==> config.mk <==
export PLATFORM = sky130hd
export DESIGN_NAME = uart_mailbox_bridge
export DESIGN_NICKNAME = d
export VERILOG_FILES = /design/src/rtl/uart_bridge_pkg.sv /design/src/rtl/uart_rx_deser.sv /design/src/rtl/uart_mailbox_bridge.sv
export SDC_FILE = /design/constraint.sdc
export NUM_CORES = 1
export LEC_CHECK = 0
export ABC_AREA = 1
export ABC_CLOCK_PERIOD_IN_PS = 1900
export CAP_MARGIN = 15
export CELL_PAD_IN_SITES_DETAIL_PLACEMENT = 0
export CELL_PAD_IN_SITES_GLOBAL_PLACEMENT = 1
export CORE_ASPECT_RATIO = 0.75
export CORE_MARGIN = 2
export CORE_UTILIZATION = 33
export DETAILED_ROUTE_END_ITERATION = 10
export PLACE_DENSITY = 0.73
export SYNTH_ARGS = -nofsm -noshare
export SYNTH_HDL_FRONTEND = slang
export SYNTH_SLANG_ARGS = --single-unit
==> constraint.sdc <==
create_clock -name clk -period 1.9 [get_ports clk]
set_input_delay 0.57 -clock clk [delete_from_list [all_inputs] [get_ports clk]]
set_output_delay 0.57 -clock clk [all_outputs]
set_load 0.01 [all_outputs]
==> src/rtl/uart_bridge_pkg.sv <==
// Shared types and constants for the RAM-mailbox <-> 8N1 serial bridge.
package uart_bridge_pkg;

  typedef enum logic [1:0] {IDLE, START, DATA, STOP} tx_state_t;
  typedef enum logic [1:0] {R_IDLE, R_START, R_DATA, R_STOP} rx_state_t;

  // Status word field positions (mailbox word 2).
  localparam int RXD_LSB = 0;
  localparam int RX_TGL  = 8;
  localparam int TX_ACK  = 9;
  localparam int TX_BUSY = 10;
  localparam int RX_FERR = 11;

  // Command word request toggle (mailbox word 3).
  localparam int TX_REQ_BIT = 8;

  localparam logic [31:0] CMD_ADDR    = 32'h1001_000C;
  localparam logic [31:0] STATUS_ADDR = 32'h1001_0008;

endpackage

==> src/rtl/uart_rx_deser.sv <==
// 8N1 receiver: two-flop synchroniser, falling-edge start detect, mid-bit sampling.
module uart_rx_deser #(
  parameter int CLKS_PER_BIT = 434
) (
  input  logic       clk,
  input  logic       rst_n,
  input  logic       rx_i,
  output logic       byte_valid_o,
  output logic [7:0] byte_o,
  output logic       frame_err_o
);
  import uart_bridge_pkg::*;

  localparam int CNT_W = $clog2(CLKS_PER_BIT);
  localparam logic [CNT_W-1:0] BIT_END  = CNT_W'(CLKS_PER_BIT - 1);
  localparam logic [CNT_W-1:0] HALF_END = CNT_W'(CLKS_PER_BIT / 2 - 1);

  logic             sync1_q, sync2_q, prev_q;
  rx_state_t        state_q, state_d;
  logic [CNT_W-1:0] cnt_q, cnt_d;
  logic [2:0]       idx_q, idx_d;
  logic [7:0]       shift_q, shift_d;

  // NOTE: non-blocking assignments so every flop samples pre-edge values.
  always_ff @(posedge clk) begin
    if (!rst_n) begin
      sync1_q <= 1'b1;
      sync2_q <= 1'b1;
      prev_q  <= 1'b1;
      state_q <= R_IDLE;
      cnt_q   <= '0;
      idx_q   <= '0;
      shift_q <= '0;
    end else begin
      sync1_q <= rx_i;
      sync2_q <= sync1_q;
      prev_q  <= sync2_q;
      state_q <= state_d;
      cnt_q   <= cnt_d;
      idx_q   <= idx_d;
      shift_q <= shift_d;
    end
  end

  // NOTE: every output gets a default first so no path through the case infers a latch.
  always_comb begin
    state_d      = state_q;
    cnt_d        = cnt_q + 1'b1;
    idx_d        = idx_q;
    shift_d      = shift_q;
    byte_valid_o = 1'b0;
    frame_err_o  = 1'b0;
    case (state_q)
      R_IDLE: begin
        cnt_d = '0;
        if (prev_q && !sync2_q) state_d = R_START;
      end
      R_START: if (cnt_q == HALF_END) begin
        cnt_d   = '0;
        idx_d   = '0;
        state_d = sync2_q ? R_IDLE : R_DATA;  // high again at mid-start: glitch
      end
      R_DATA: if (cnt_q == BIT_END) begin
        cnt_d   = '0;
        shift_d = {sync2_q, shift_q[7:1]};
        idx_d   = idx_q + 3'd1;
        if (idx_q == 3'd7) state_d = R_STOP;
      end
      R_STOP: if (cnt_q == BIT_END) begin
        cnt_d        = '0;
        state_d      = R_IDLE;
        byte_valid_o = sync2_q;
        frame_err_o  = !sync2_q;
      end
      default: state_d = R_IDLE;
    endcase
  end

  assign byte_o = shift_q;

endmodule

==> src/rtl/uart_mailbox_bridge.sv <==
// Mailbox bridge: TX command toggle handshake from word 3, registered status
// word plus one-cycle write strobe to word 2, and the 8N1 transmitter.
module uart_mailbox_bridge #(
  parameter int BIT_WIDTH    = 32,
  parameter int CLKS_PER_BIT = 434
) (
  input  logic                 clk,
  input  logic                 rst_n,
  input  logic [BIT_WIDTH-1:0] READ_UART,
  output logic [BIT_WIDTH-1:0] WRITE_UART,
  output logic                 W_UART,
  input  logic                 uart_rx,
  output logic                 uart_tx
);
  import uart_bridge_pkg::*;

  localparam int CNT_W = $clog2(CLKS_PER_BIT);
  localparam logic [CNT_W-1:0] BIT_END = CNT_W'(CLKS_PER_BIT - 1);

  tx_state_t            tx_state_q, tx_state_d;
  logic [CNT_W-1:0]     tx_cnt_q, tx_cnt_d;
  logic [2:0]           tx_idx_q, tx_idx_d;
  logic [7:0]           tx_byte_q, tx_byte_d;
  logic                 uart_tx_q, uart_tx_d;
  logic                 tx_ack_d, tx_busy_d;
  logic [BIT_WIDTH-1:0] status_q, status_d;
  logic                 w_uart_q;
  logic                 rx_valid, rx_ferr;
  logic [7:0]           rx_byte;
  logic                 unused_cmd_bits;

  assign unused_cmd_bits = ^READ_UART[BIT_WIDTH-1:TX_REQ_BIT+1];

  uart_rx_deser #(.CLKS_PER_BIT(CLKS_PER_BIT)) u_rx (
    .clk          (clk),
    .rst_n        (rst_n),
    .rx_i         (uart_rx),
    .byte_valid_o (rx_valid),
    .byte_o       (rx_byte),
    .frame_err_o  (rx_ferr)
  );

  always_ff @(posedge clk) begin
    if (!rst_n) begin
      tx_state_q <= IDLE;
      tx_cnt_q   <= '0;
      tx_idx_q   <= '0;
      tx_byte_q  <= '0;
      uart_tx_q  <= 1'b1;
      status_q   <= '0;
      w_uart_q   <= 1'b0;
    end else begin
      tx_state_q <= tx_state_d;
      tx_cnt_q   <= tx_cnt_d;
      tx_idx_q   <= tx_idx_d;
      tx_byte_q  <= tx_byte_d;
      uart_tx_q  <= uart_tx_d;
      status_q   <= status_d;
      w_uart_q   <= (status_d != status_q);
    end
  end

  // TX FSM; READ_UART carries word 2 during strobe cycles, so it is ignored then.
  always_comb begin
    tx_state_d = tx_state_q;
    tx_cnt_d   = tx_cnt_q + 1'b1;
    tx_idx_d   = tx_idx_q;
    tx_byte_d  = tx_byte_q;
    tx_ack_d   = status_q[TX_ACK];
    tx_busy_d  = status_q[TX_BUSY];
    case (tx_state_q)
      IDLE: begin
        tx_cnt_d = '0;
        if (!w_uart_q && (READ_UART[TX_REQ_BIT] != status_q[TX_ACK])) begin
          tx_byte_d  = READ_UART[7:0];
          tx_busy_d  = 1'b1;
          tx_state_d = START;
        end
      end
      START: if (tx_cnt_q == BIT_END) begin
        tx_cnt_d   = '0;
        tx_idx_d   = '0;
        tx_state_d = DATA;
      end
      DATA: if (tx_cnt_q == BIT_END) begin
        tx_cnt_d = '0;
        tx_idx_d = tx_idx_q + 3'd1;
        if (tx_idx_q == 3'd7) tx_state_d = STOP;
      end
      STOP: if (tx_cnt_q == BIT_END) begin
        tx_cnt_d   = '0;
        tx_ack_d   = !status_q[TX_ACK];
        tx_busy_d  = 1'b0;
        tx_state_d = IDLE;
      end
      default: tx_state_d = IDLE;
    endcase

    // Line level follows the state being entered so uart_tx stays registered.
    case (tx_state_d)
      START:   uart_tx_d = 1'b0;
      DATA:    uart_tx_d = tx_byte_d[tx_idx_d];
      default: uart_tx_d = 1'b1;
    endcase
  end

  always_comb begin
    status_d                = '0;
    status_d[RXD_LSB +: 8]  = rx_valid ? rx_byte : status_q[RXD_LSB +: 8];
    status_d[RX_TGL]        = status_q[RX_TGL] ^ rx_valid;
    status_d[TX_ACK]        = tx_ack_d;
    status_d[TX_BUSY]       = tx_busy_d;
    status_d[RX_FERR]       = rx_valid ? 1'b0 : (rx_ferr | status_q[RX_FERR]);
  end

  assign WRITE_UART = status_q;
  assign W_UART     = w_uart_q;
  assign uart_tx    = uart_tx_q;

endmodule

* Word level (Yosys, flattened, before mapping) *
Cells that the tools add are included.

word-level totals
  register bits after elaboration = 81

operators by class
  $add $sub $neg = 4
  magnitude comparators = 1
  equality and inequality tests = 20
  mux-type cells = 40
  bitwise gates (word level) = 2
  reductions and logical operators = 13

operators by type and width
  operator               count
  $ne A12 B32 Y1         1
  $mux W9                3
  $pmux W9 S3            1
  $mux W8                3
  $mux W2                11
  $add A9 B1 Y9 const B  2
  $eq A9 B9 Y1 const B   2
  $pmux W9 S2            1
  $pmux W2 S4            2
  $mux W3                4
  $pmux W3 S2            2
  $eq A2 B2 Y1 const B   5
  $mux W1                10
  $ne A2 B1 Y1 const B   5
  $eq A9 B8 Y1 const B   1
  $add A3 B1 Y3 const B  2
  $eq A2 B1 Y1 const B   3
  $eq A3 B3 Y1 const B   2
  $reduce_and A5 Y1      1
  $logic_not A2 Y1       2
  $lt A3 B4 Y1 const B   1
  $pmux W1 S2            2
  $bmux W1 S3            1
  $logic_not A1 Y1       3
  other kinds (9)        10

* Logic depth before layout (Yosys ltp) *
Gate-level depths: netlist of run 1.

  depth after elaboration = 7
  mapped depth = 20
  depth with buffers taken out = 20

* By module *
From an unflattened synthesis of run 1, not the netlist that was laid out.

second synthesis, totals
  cells, all modules = 417
  area, all modules = 3,159.3 sq um

modules (own cells, without submodules)
  module               times used  cells each  area an instance (sq um)  sequential area each (sq um)
  uart_mailbox_bridge  1           271         1,994.4                   720.7
  uart_rx_deser        1           146         1,164.9                   500.5

* Least setup slack after synthesis of run 1 *
Ideal clock, no wire load.

  path kind = register to register
  start point = register tx_cnt_q[0]
  end point = register uart_tx_q, in the netlist uart_tx
  data arrival time = 1.825 ns
  data required time = 1.791 ns
  setup slack = -0.034 ns
  stages on the path, launching flop included = 20
  path buffers = 0
  cells stage by stage = dfxtp_1 -> ha_1 -> nand2_1 -> nor2_4 -> nand2_4 -> ha_1 -> inv_1 -> nand2_1 -> nand2_1 -> nand2_1 -> nand2_2 -> inv_1 -> nand3_1 -> nand2_1 -> inv_1 -> nand2_1 -> nand3_1 -> nand3_1 -> nand2_1 -> inv_1

on the way
  word-level cells in the longest chain between the ends = 6
  elaborated cells between the ends (all ways) = 13

RTL lines
  what                           line                                                                             text
  start, declared                uart_mailbox_bridge.sv:21                                                        logic [CNT_W-1:0] tx_cnt_q, tx_cnt_d;
  start signal, assigned         uart_mailbox_bridge.sv:54                                                        tx_cnt_q <= tx_cnt_d;
  $eq A9 B9 Y1 (*)               uart_mailbox_bridge.sv:80, uart_mailbox_bridge.sv:85, uart_mailbox_bridge.sv:90
  $mux W3 (on tied branches)     uart_mailbox_bridge.sv:85, uart_mailbox_bridge.sv:80
  $pmux W3 S2                    uart_mailbox_bridge.sv:71                                                        case (tx_state_q)
  $bmux W1 S3                    uart_mailbox_bridge.sv:102                                                       DATA: uart_tx_d = tx_byte_d[tx_idx_d];
  $mux W1 (implied by the code)  uart_mailbox_bridge.sv:102
  $pmux W1 S2 (*)                uart_mailbox_bridge.sv:100                                                       case (tx_state_d)
  end signal, assigned           uart_mailbox_bridge.sv:57                                                        uart_tx_q <= uart_tx_d;
  end, declared                  uart_mailbox_bridge.sv:24                                                        logic uart_tx_q, uart_tx_d;

Mark *: on every way between the ends. The rest lies on a longest branch, timed or not. The select of a mux whose other input is x is not followed.
A chain may end at the register's enable or synchronous reset.

* Worst setup path after layout of run 1 *
  start point = register tx_cnt_q[1]
  end point = register uart_tx_q, in the netlist uart_tx

The elaborated chain is that of the path after synthesis.

==> results of run 1 <==
state kept, by name, summed over array words and instances, names as in the netlist, named ones only:
register	flops
tx_idx_q	3
tx_state_q	2
tx_byte_q	8
u_rx.idx_q	3
W_UART	1
u_rx.byte_o	8
u_rx.state_q	1
u_rx.cnt_q	9
uart_tx	1
WRITE_UART	12
tx_cnt_q	9
u_rx.sync2_q	1
u_rx.prev_q	1
u_rx.sync1_q	1
repair_timing:
action	CTS	global route
setup buffers	2	1
hold endpoints to repair	0	0
gates cloned	0	0
resized for setup	8	9
hold buffers	0	0
pin swaps	7	6
setup endpoints to repair	1	3
stage by stage:
stage	cell area [um^2]	setup slack (ns)	TNS [ns]	instances
final	4240	0.0261	0	634
after global placement	3800	-0.306	-0.551	615
after detailed placement	3800	-0.324	-0.904	615
after CTS	4200	0.00294	0	633
after floorplan	3290	0.0383	0	449
after global routing	4240	-0.149	-0.149	634
power by group:
part / total (mW) / switching (mW) / internal [mW]
clock: 1.90 / 0.583 / 1.32
combinational: 1.70 / 0.963 / 0.742
sequential: 1.50 / 0.0761 / 1.43
synthesized netlist by cell type, types with 3 or more instances:
master,instances
buf_4,20
nor3_1,5
a21oi_1,26
xor2_1,4
nand4_1,7
dfxtp_1,61
ha_1,20
nor2_1,44
nand2_1,90
nor2_4,3
o21ai_0,11
nand3_2,3
clkbuf_1,4
nor3b_1,4
xnor2_1,4
inv_2,6
nand2_2,6
inv_1,61
nand2_4,4
nand3_1,23
per-layer routing:
metal | vias up | GRT usage [%] | wire [um]
li1 | 1449 | - | -
met1 | 1209 | 16.6 | 3280
met2 | 36 | 21.6 | 2870
met3 | 9 | 4.40 | 243
met4 | 0 | 4.93 | 80
met5 | - | 0 | 0
how the worst min path moves through the flow:
stage	startpoint	to	slack, ns	cells past startpoint
detailed placement	u_rx.sync1_q	u_rx.sync2_q	0.41	1
floorplan	u_rx.sync1_q	u_rx.sync2_q	0.39	1
CTS	u_rx.sync1_q	u_rx.sync2_q	0.41	1
global route	u_rx.sync1_q	u_rx.sync2_q	0.44	1
global placement	u_rx.sync1_q	u_rx.sync2_q	0.40	1
finish	u_rx.sync1_q	u_rx.sync2_q	0.41	1
cell type report:
type                       count  share of cell area (%)
clock buffer                  11                    5.73
clock inverter                 5                    2.51
sequential                    61                    28.9
inverter                      68                    6.20
timing repair buffer          63                    12.9
tap                          132                    3.90
multi-input combinational    294                    39.8
worst max-delay path, stage by stage (launching register included):
cell and delay, ns:
dfxtp_2 0.32, inv_2 0.06, ha_4 0.13, nand2_4 0.05, nor2_4 0.13, nand2_4 0.06
buf_4 0.13, buf_4 0.16, nand2_4 0.08, nand2_2 0.05, o21ai_2 0.13, nand2_1 0.06
nor2_1 0.22, nand3_2 0.10, nand2_1 0.06, inv_1 0.03
kinds of logic after synthesis:
family / synth area share (%)
AND/OR/NAND/NOR: 30.3
buffers and inverters: 13.5
flip-flops: 38.2
AO/OA/AOI/OAI: 7.86
adder cells (fa/ha/maj): 7.82
XOR/XNOR: 2.19
other: 0.117
==> run summary, run 1 <==
CP max FO - 6
max-slew violations - 0
initial DRC count - 102
clock buffer depth - 2
Final nets - 552
number of fill cells - 999
max-cap viol count - 0
Yosys top cell area share - 38.2%
ys flop type - dfxtp_1
yosys warns - 0
CP Capture Type - flip-flop
Register Area - 0.00122 mm^2
I/O pins - 69
TritonCTS Buffers - 9
CTS clk-pin slew, worst paths - 0.05 ns
hold_ws - 0.411 ns
cells on worst reg2reg path - 15
peak supply drop - 0.618 mV
setup violators final - 0
fin crit share - 98.6%
Yosys reg bits - 61
Critical Path AT - 2.10 ns
worst clock skew - 0.00535 ns
initial antenna violation count - 0
Multi-input gate area - 0.00169 mm^2
crit path capture - uart_tx
Antenna Nets Post-Route - 0
Req. time, crit path - 2.12 ns
Post-Syn Area - 0.00320 mm^2
ant diodes - 0
Avg Cell Area, Syn - 7.44 um^2
Reg2Reg Launch Point - tx_cnt_q[1]
Die H - 89.3 um
GPL Wtd Cong - 0.769
sequential fraction of the synthesis area - 38.2%
most frequent cells in the layout - nand2_1, dfxtp_1, inv_1
worst reg2reg endpoint - uart_tx
Min Clock Period, post-route - 1.87 ns
Residual DRC - 0
Die X - 118 um
wirelength, routed - 6480 um
pin count of the biggest net entering global routing - 19
Final Hold Viols - 0
fraction of layout cells with a size suffix above 1 - 19.7%
Initial Util - 33.5%
LEAKAGE - 1.86 nW
Yosys cell types - 39
Die ar. - 0.0105 mm^2
vias post-DR - 2703
TritonCTS sink count - 61
Final Util - 44.4%
CTS tree - yes
DPL Wire Length - 4790 um
area grow syn2layout - 32.4%
Async SR Flop Fraction - 0%
power per cell area - 1210 mW/mm^2
drt pass-1 iters - 4
routed length per instance - 10.2 um
H-tree depth - 3
worst skew pair latency - 0.32 ns
Crit. Startpoint - tx_cnt_q[1]
outcome - completed
Row Count - 31
RSZ-0062 raised after global routing - yes
grt total ovfl - 0
Synth Instances - 430
Overall Global Routing Usage - 13.2%
Hold Path Class - reg2reg
Yosys top cell by area - dfxtp_1
commonest non-fill, non-tap cell in the layout - nand2_1
Critical Path Source Type - flip-flop
Fmax - 0.534 GHz
clk root buf - clkbuf_16
first-pass GRT wire length - 11100 um
reg2reg setup slack - 0.03 ns
vias in the first global route - 2529
Power, Total - 5.11 mW
critical path type - reg2reg
Core Region - 0.00954 mm^2
ranking of synthesized cells by area - dfxtp_1, nand2_1, ha_1, inv_1, nor2_1
EDFF count, synth - 0
IO buf count - 25
DR vias/cell - 4.26
Note: power is estimated with default switching activity, not from simulation.
==> run 2, diff against run 1 <==
Settings changed: ABC_CLOCK_PERIOD_IN_PS 1900 to 1500, SYNTH_HIERARCHICAL set to 1.
Clock period 1.9 ns to 1.5 ns, I/O delays scaled along.
==> run 2 against run 1 <==
Hold slack better by 0.0020 ns. Clock power is 10% higher. Die area down 1.2%. Core utilization rose by 9.0 points. Highest routed layer unchanged. Cell count up 4.3%. Total power decreased by 8.3%. Fmax increased by 1.9%. First-iteration DRC count shrank 33%. Non-clock buffer count rose by 44. Sequential power up 16%. The run now ends with setup timing left.
==> run summary, run 2 <==
dpl cells - 626
Fmax - 0.544 GHz
ranking of synthesized cells by area - dfxtp_1, nand2_1, ha_1, nor2_1, buf_4
Overall Global Routing Usage - 14.7%
cells on worst reg2reg path - 17
area grow syn2layout - 54.7%
wirelength, routed - 7580 um
worst clock skew - 0.00553 ns
number of fill cells - 844
Die ar. - 0.0104 mm^2
TritonCTS Buffers - 9
vias post-DR - 2937
Yosys reg bits - 61
reg2reg setup slack - -0.34 ns
clock buffer depth - 2
initial antenna violation count - 0
Async SR Flop Fraction - 0%
setup violators final - 12
Die X - 117 um
Final Hold Viols - 0
most frequent cells in the layout - buf_4, dfxtp_1, nand2_1
outcome - finished with violations
Reg2Reg Launch Point - tx_cnt_q[1]
CP Capture Type - flip-flop
mux share of post-synthesis cell area - 0%
GPL Wtd Cong - 0.804
Register Area - 0.00123 mm^2
Yosys top cell by area - dfxtp_1
Critical Path AT - 2.06 ns
commonest non-fill, non-tap cell in the layout - buf_4
setup_tns - -0.985 ns
LEAKAGE - 2.16 nW
yosys warns - 6
CTS clk-pin slew, worst paths - 0.06 ns
initial DRC count - 68
Post-Syn Area - 0.00316 mm^2
Top cell by count, worst path - nand2_1
peak supply drop - 0.726 mV
RSZ-0062 raised after global routing - yes
Synth Area in Adders - 5.94%
max reg flops - 12
Final nets - 578
Post-Synth XOR/XNOR Area - 2.22%
failing checks - setup timing
worst skew pair latency - 0.33 ns
Antenna Nets Post-Route - 0
routed length per instance - 11.5 um
Hold Path Class - reg2reg
Critical Path Source Type - flip-flop
drt pass-1 iters - 6
vias in the first global route - 2653
fraction of layout cells with a size suffix above 1 - 44.3%
post-layout instance count excluding filler cells - 661
CP max FO - 5
Yosys cell types - 39
grt total ovfl - 0
clk root buf - clkbuf_16
CP top delay family - simple AND/OR/NAND/NOR gates
Core Region - 0.00916 mm^2
DPL Wire Length - 5030 um
Post-synth top cells - nand2_1, dfxtp_1, nor2_1
first-pass GRT wire length - 11900 um
max-cap viol count - 0
Die H - 88.7 um
ant diodes - 0
I/O pins - 69
power per cell area - 959 mW/mm^2
post-synthesis compound-gate area fraction - 8.67%
critical path type - reg2reg
Yosys top cell area share - 38.7%
crit path capture - uart_tx
Crit. Startpoint - tx_cnt_q[1]
WP depth - 17
Initial Util - 34.5%
ys flop type - dfxtp_1
max-slew violations - 0
Synth Area in Simple Gates - 31.9%
hold_buf cts - 0
IO buf count - 25
Min Clock Period, post-route - 1.84 ns
pin count of the biggest net entering global routing - 16
Residual DRC - 0
Multi-input gate area - 0.00205 mm^2
most frequent cell after synthesis - nand2_1
largest family of logic cells by synthesized area - simple AND/OR/NAND/NOR gates
hold_ws - 0.413 ns
crit path cell chain - inv_2, ha_4, nand2_2, nor2_4, nand2_4, ha_4, inv_2, nand2_2, nand3_2, nand2_4, nand3_2, nand2_1, nand2_1, nand3_1, nand3_1, nand2_1, inv_1
CP max-delay cell - dfxtp_2
Power, Total - 4.69 mW
Avg Cell Area, Syn - 7.58 um^2
EDFF count, synth - 0
Req. time, crit path - 1.72 ns
worst reg2reg endpoint - uart_tx
CTS tree - yes
H-tree depth - 3
max incr delay on CP - 0.32 ns
Row Count - 30
TritonCTS sink count - 61
sequential fraction of the synthesis area - 38.7%
DR vias/cell - 4.44
Final Util - 53.4%
fin crit share - 123%
Final WS setup - -0.339 ns
critical path buffer and inverter count - 3
Synth Instances - 417
[run 2: cell types whose count changed in the layout (fill, tap and decap cells not counted), sizes merged, moves of 4 or more]
cell / previous run / this run
dlygate4sd2: 0 / 16
clkdlybuf4s50: 25 / 9
nor2: 48 / 55
o21ai: 14 / 18
nand4: 7 / 12
buf: 38 / 81
inv: 69 / 57
nand2: 100 / 86
nand3: 27 / 32
ha: 20 / 15
[run 2: stage by stage]
step	cell area, um^2	worst slack [ns]
2_1_floorplan	3300	-0.319
3_3_place_gp	4000	-0.520
3_5_place_dp	4000	-0.569
4_1_cts	4500	-0.329
5_1_grt	4890	-0.488
6_report	4890	-0.339
[run 2: cell type report]
cell class | instances | area share [%]
Inverter | 54 | 4.45
Timing Repair Buffer | 107 | 18.9
Clock buffer | 9 | 4.61
Sequential cell | 61 | 25.2
Clock inverter | 7 | 1.64
Tap cell | 128 | 3.28
Multi-Input combinational cell | 295 | 41.9
[run 2: worst min-delay path by stage]
stage / start / endpoint / slack [ns] / depth (start not counted)
floorplan: u_rx/sync1_q / u_rx/sync2_q / 0.39 / 1
global placement: u_rx/sync1_q / u_rx/sync2_q / 0.40 / 1
detailed placement: u_rx/sync1_q / u_rx/sync2_q / 0.40 / 1
CTS: u_rx/sync1_q / u_rx/sync2_q / 0.42 / 1
global route: u_rx/sync1_q / u_rx/sync2_q / 0.43 / 1
finish: u_rx/sync1_q / u_rx/sync2_q / 0.41 / 1
[run 2: logic make-up (layout without fill, tap and decap cells)]
logic type / after synthesis / count (layout)
AOI/OAI and AO/OA: 50 / 50
xor gates and xnor gates: 8 / 8
adders and majority gates: 15 / 15
buffers and inverters: 81 / 177
DFF: 61 / 61
other: 1 / 20
and+or+nand+nor: 201 / 202
[run 2: what timing repair did]
item / 4_1_cts / 5_1_grt
setup endpoints to repair: 35 / 48
cloned: 2 / 1
gates resized for setup: 57 / 84
pin swaps: 23 / 40
buffers inserted: 6 / 12
[run 2: routing by layer]
metal / track usage [%] / vias up / share of wire (%)
li1: - / 1528 / -
met1: 18.9 / 1355 / 48
met2: 23.4 / 41 / 47
met3: 4.93 / 13 / 3.3
met4: 4.71 / 0 / 1.4
met5: 0 / - / 0
[run 2: worst register-to-register path: cells and delay by family (launching register included)]
kind,cells,cell delay (ns)
and+or+nand+nor,12,0.92
buffers and inverters,3,0.11
adders and majority gates,2,0.38
DFF,1,0.32
[run 2: power by group]
| part | internal, mW | switching (mW) |
|---|---|---|
| registers | 1.68 | 0.0545 |
| logic | 0.395 | 0.461 |
| clock network | 1.31 | 0.787 |
==> run 3, diff against run 2 <==
Settings changed: PLACE_DENSITY 0.73 to 0.76.
==> run 3 against run 2 <==
The run still ends with setup timing left. Combinational power is 0.6% lower. Critical path depth stayed put. Critical path type unchanged. Largest power group unchanged. Flip-flop and latch count stayed put. Hold slack hardly changed. Largest cell class unchanged.
==> run summary, run 3 (synthesis gave the netlist of run 2 again) <==
Min-Delay Startpoint - u_rx/sync1_q
wirelength, routed - 7500 um
initial antenna violation count - 0
initial DRC count - 126
Die ar. - 0.0104 mm^2
Req. time, crit path - 1.72 ns
commonest non-fill, non-tap cell in the layout - buf_4
fraction of layout cells with a size suffix above 1 - 43.8%
Final nets - 577
Core Region - 0.00916 mm^2
vias post-DR - 2906
worst reg2reg endpoint - uart_tx
Die H - 88.7 um
Design Area, Final - 0.00490 mm^2
Initial Util - 34.5%
hold_buf cts - 0
TritonCTS sink count - 61
Crit. Startpoint - tx_cnt_q[1]
worst clock skew - 0.00824 ns
Fmax - 0.539 GHz
setup violators final - 8
Reg2Reg Launch Point - tx_cnt_q[1]
Critical Path AT - 2.08 ns
critical path type - reg2reg
number of fill cells - 843
clk root buf - clkbuf_16
power per cell area - 975 mW/mm^2
most frequent cells in the layout - buf_4, dfxtp_1, nand2_1
WHS Endpoint - u_rx/sync2_q
reg2reg setup slack - -0.35 ns
placed cell area - 0.00401 mm^2
IO buf count - 25
Min Clock Period, post-route - 1.85 ns
Antenna Nets Post-Route - 0
Final Util - 53.5%
Overall Global Routing Usage - 14.7%
DR vias/cell - 4.40
failing checks - setup timing
Residual DRC - 0
Row Count - 30
Critical Path Source Type - flip-flop
drt pass-1 iters - 4
GR Util met3 - 5.21%
LEAKAGE - 2.18 nW
area grow syn2layout - 55.2%
outcome - finished with violations
hold_ws - 0.413 ns
Power, Total - 4.78 mW
met2 usage - 23.3%
RSZ-0062 raised after global routing - yes
max reg flops - 12
vias in the first global route - 2635
Final Hold Viols - 0
post-layout instance count excluding filler cells - 660
DPL Wire Length - 5030 um
pin count of the biggest net entering global routing - 19
cells on worst reg2reg path - 17
Die X - 117 um
GR peak layer - met2
global routing usage on met1 - 19.3%
dpl cells - 628
DP Worst Slack - -0.585 ns
max-cap viol count - 0
peak supply drop - 0.643 mV
Min-Delay Path Depth - 1
H-tree depth - 3
max-slew violations - 0
I/O pins - 69
CTS tree - yes
routed length per instance - 11.4 um
Final WS setup - -0.355 ns
ant diodes - 0
clock buffer depth - 2
first-pass GRT wire length - 12000 um
worst skew pair latency - 0.32 ns
fin crit share - 124%
GPL Wtd Cong - 0.833
CP max FO - 5
CP Capture Type - flip-flop
TritonCTS Buffers - 9
CTS clk-pin slew, worst paths - 0.06 ns
setup_tns - -0.862 ns
grt total ovfl - 0
Hold Path Class - reg2reg
==> run 3: cell count changes in the layout (fill, tap and decap cells not counted), sizes merged <==
cell           delta
clkbuf            +2
clkinvlp          -2
buf               -1
clkdlybuf4s50     +1
clkinv            +1
dlygate4sd2       -1
inv               -1
==> run 3: worst max path at each step <==
stage	end	slack [ns]	cells after the start
after floorplan	uart_tx	-0.32	16
after detailed placement	uart_tx	-0.59	12
final	uart_tx	-0.35	17
after global routing	uart_tx	-0.53	19
after global placement	uart_tx	-0.52	12
after CTS	uart_tx	-0.34	18
==> run 3: final cells by class <==
cell class                 count  area, um^2  share of cell area, %
clock buffer                  11         253                   5.15
timing repair buffer         106         923                   18.8
sequential                    61        1230                   25.2
multi-input combinational    295        2050                   41.7
inverter                      54         223                   4.54
tap                          128         160                   3.27
clock inverter                 5        65.1                   1.33
==> run 3: power by group <==
group / switching (mW) / internal (mW)
combinational: 0.461 / 0.388
sequential: 0.0542 / 1.68
clock: 0.797 / 1.40
==> run 3: worst max-delay path: stages, from the launching register on <==
cell,delay [ns]
dfxtp_2,0.32
inv_2,0.05
ha_4,0.13
nand2_4,0.05
nor2_4,0.11
nand2_4,0.07
ha_4,0.26
inv_2,0.03
nand2_2,0.07
nand3_2,0.10
nand2_4,0.13
nand3_2,0.07
nand2_1,0.07
nand2_1,0.05
nand3_1,0.08
nand3_1,0.07
nand2_1,0.06
inv_1,0.03
==> run 3: routing by layer <==
metal  routed length (um)  vias up
met1                 3670     1346
met2                 3600       36
met3                  197        2
met5                    0        -
li1                     -     1522
met4                   32        0
==> run 3: timing repair <==
item | 4_1_cts | 5_1_grt
pin swaps | 15 | 35
resized for setup | 61 | 77
buffers inserted | 7 | 10
cloned | 1 | 1
endpoints found under the setup margin | 33 | 49
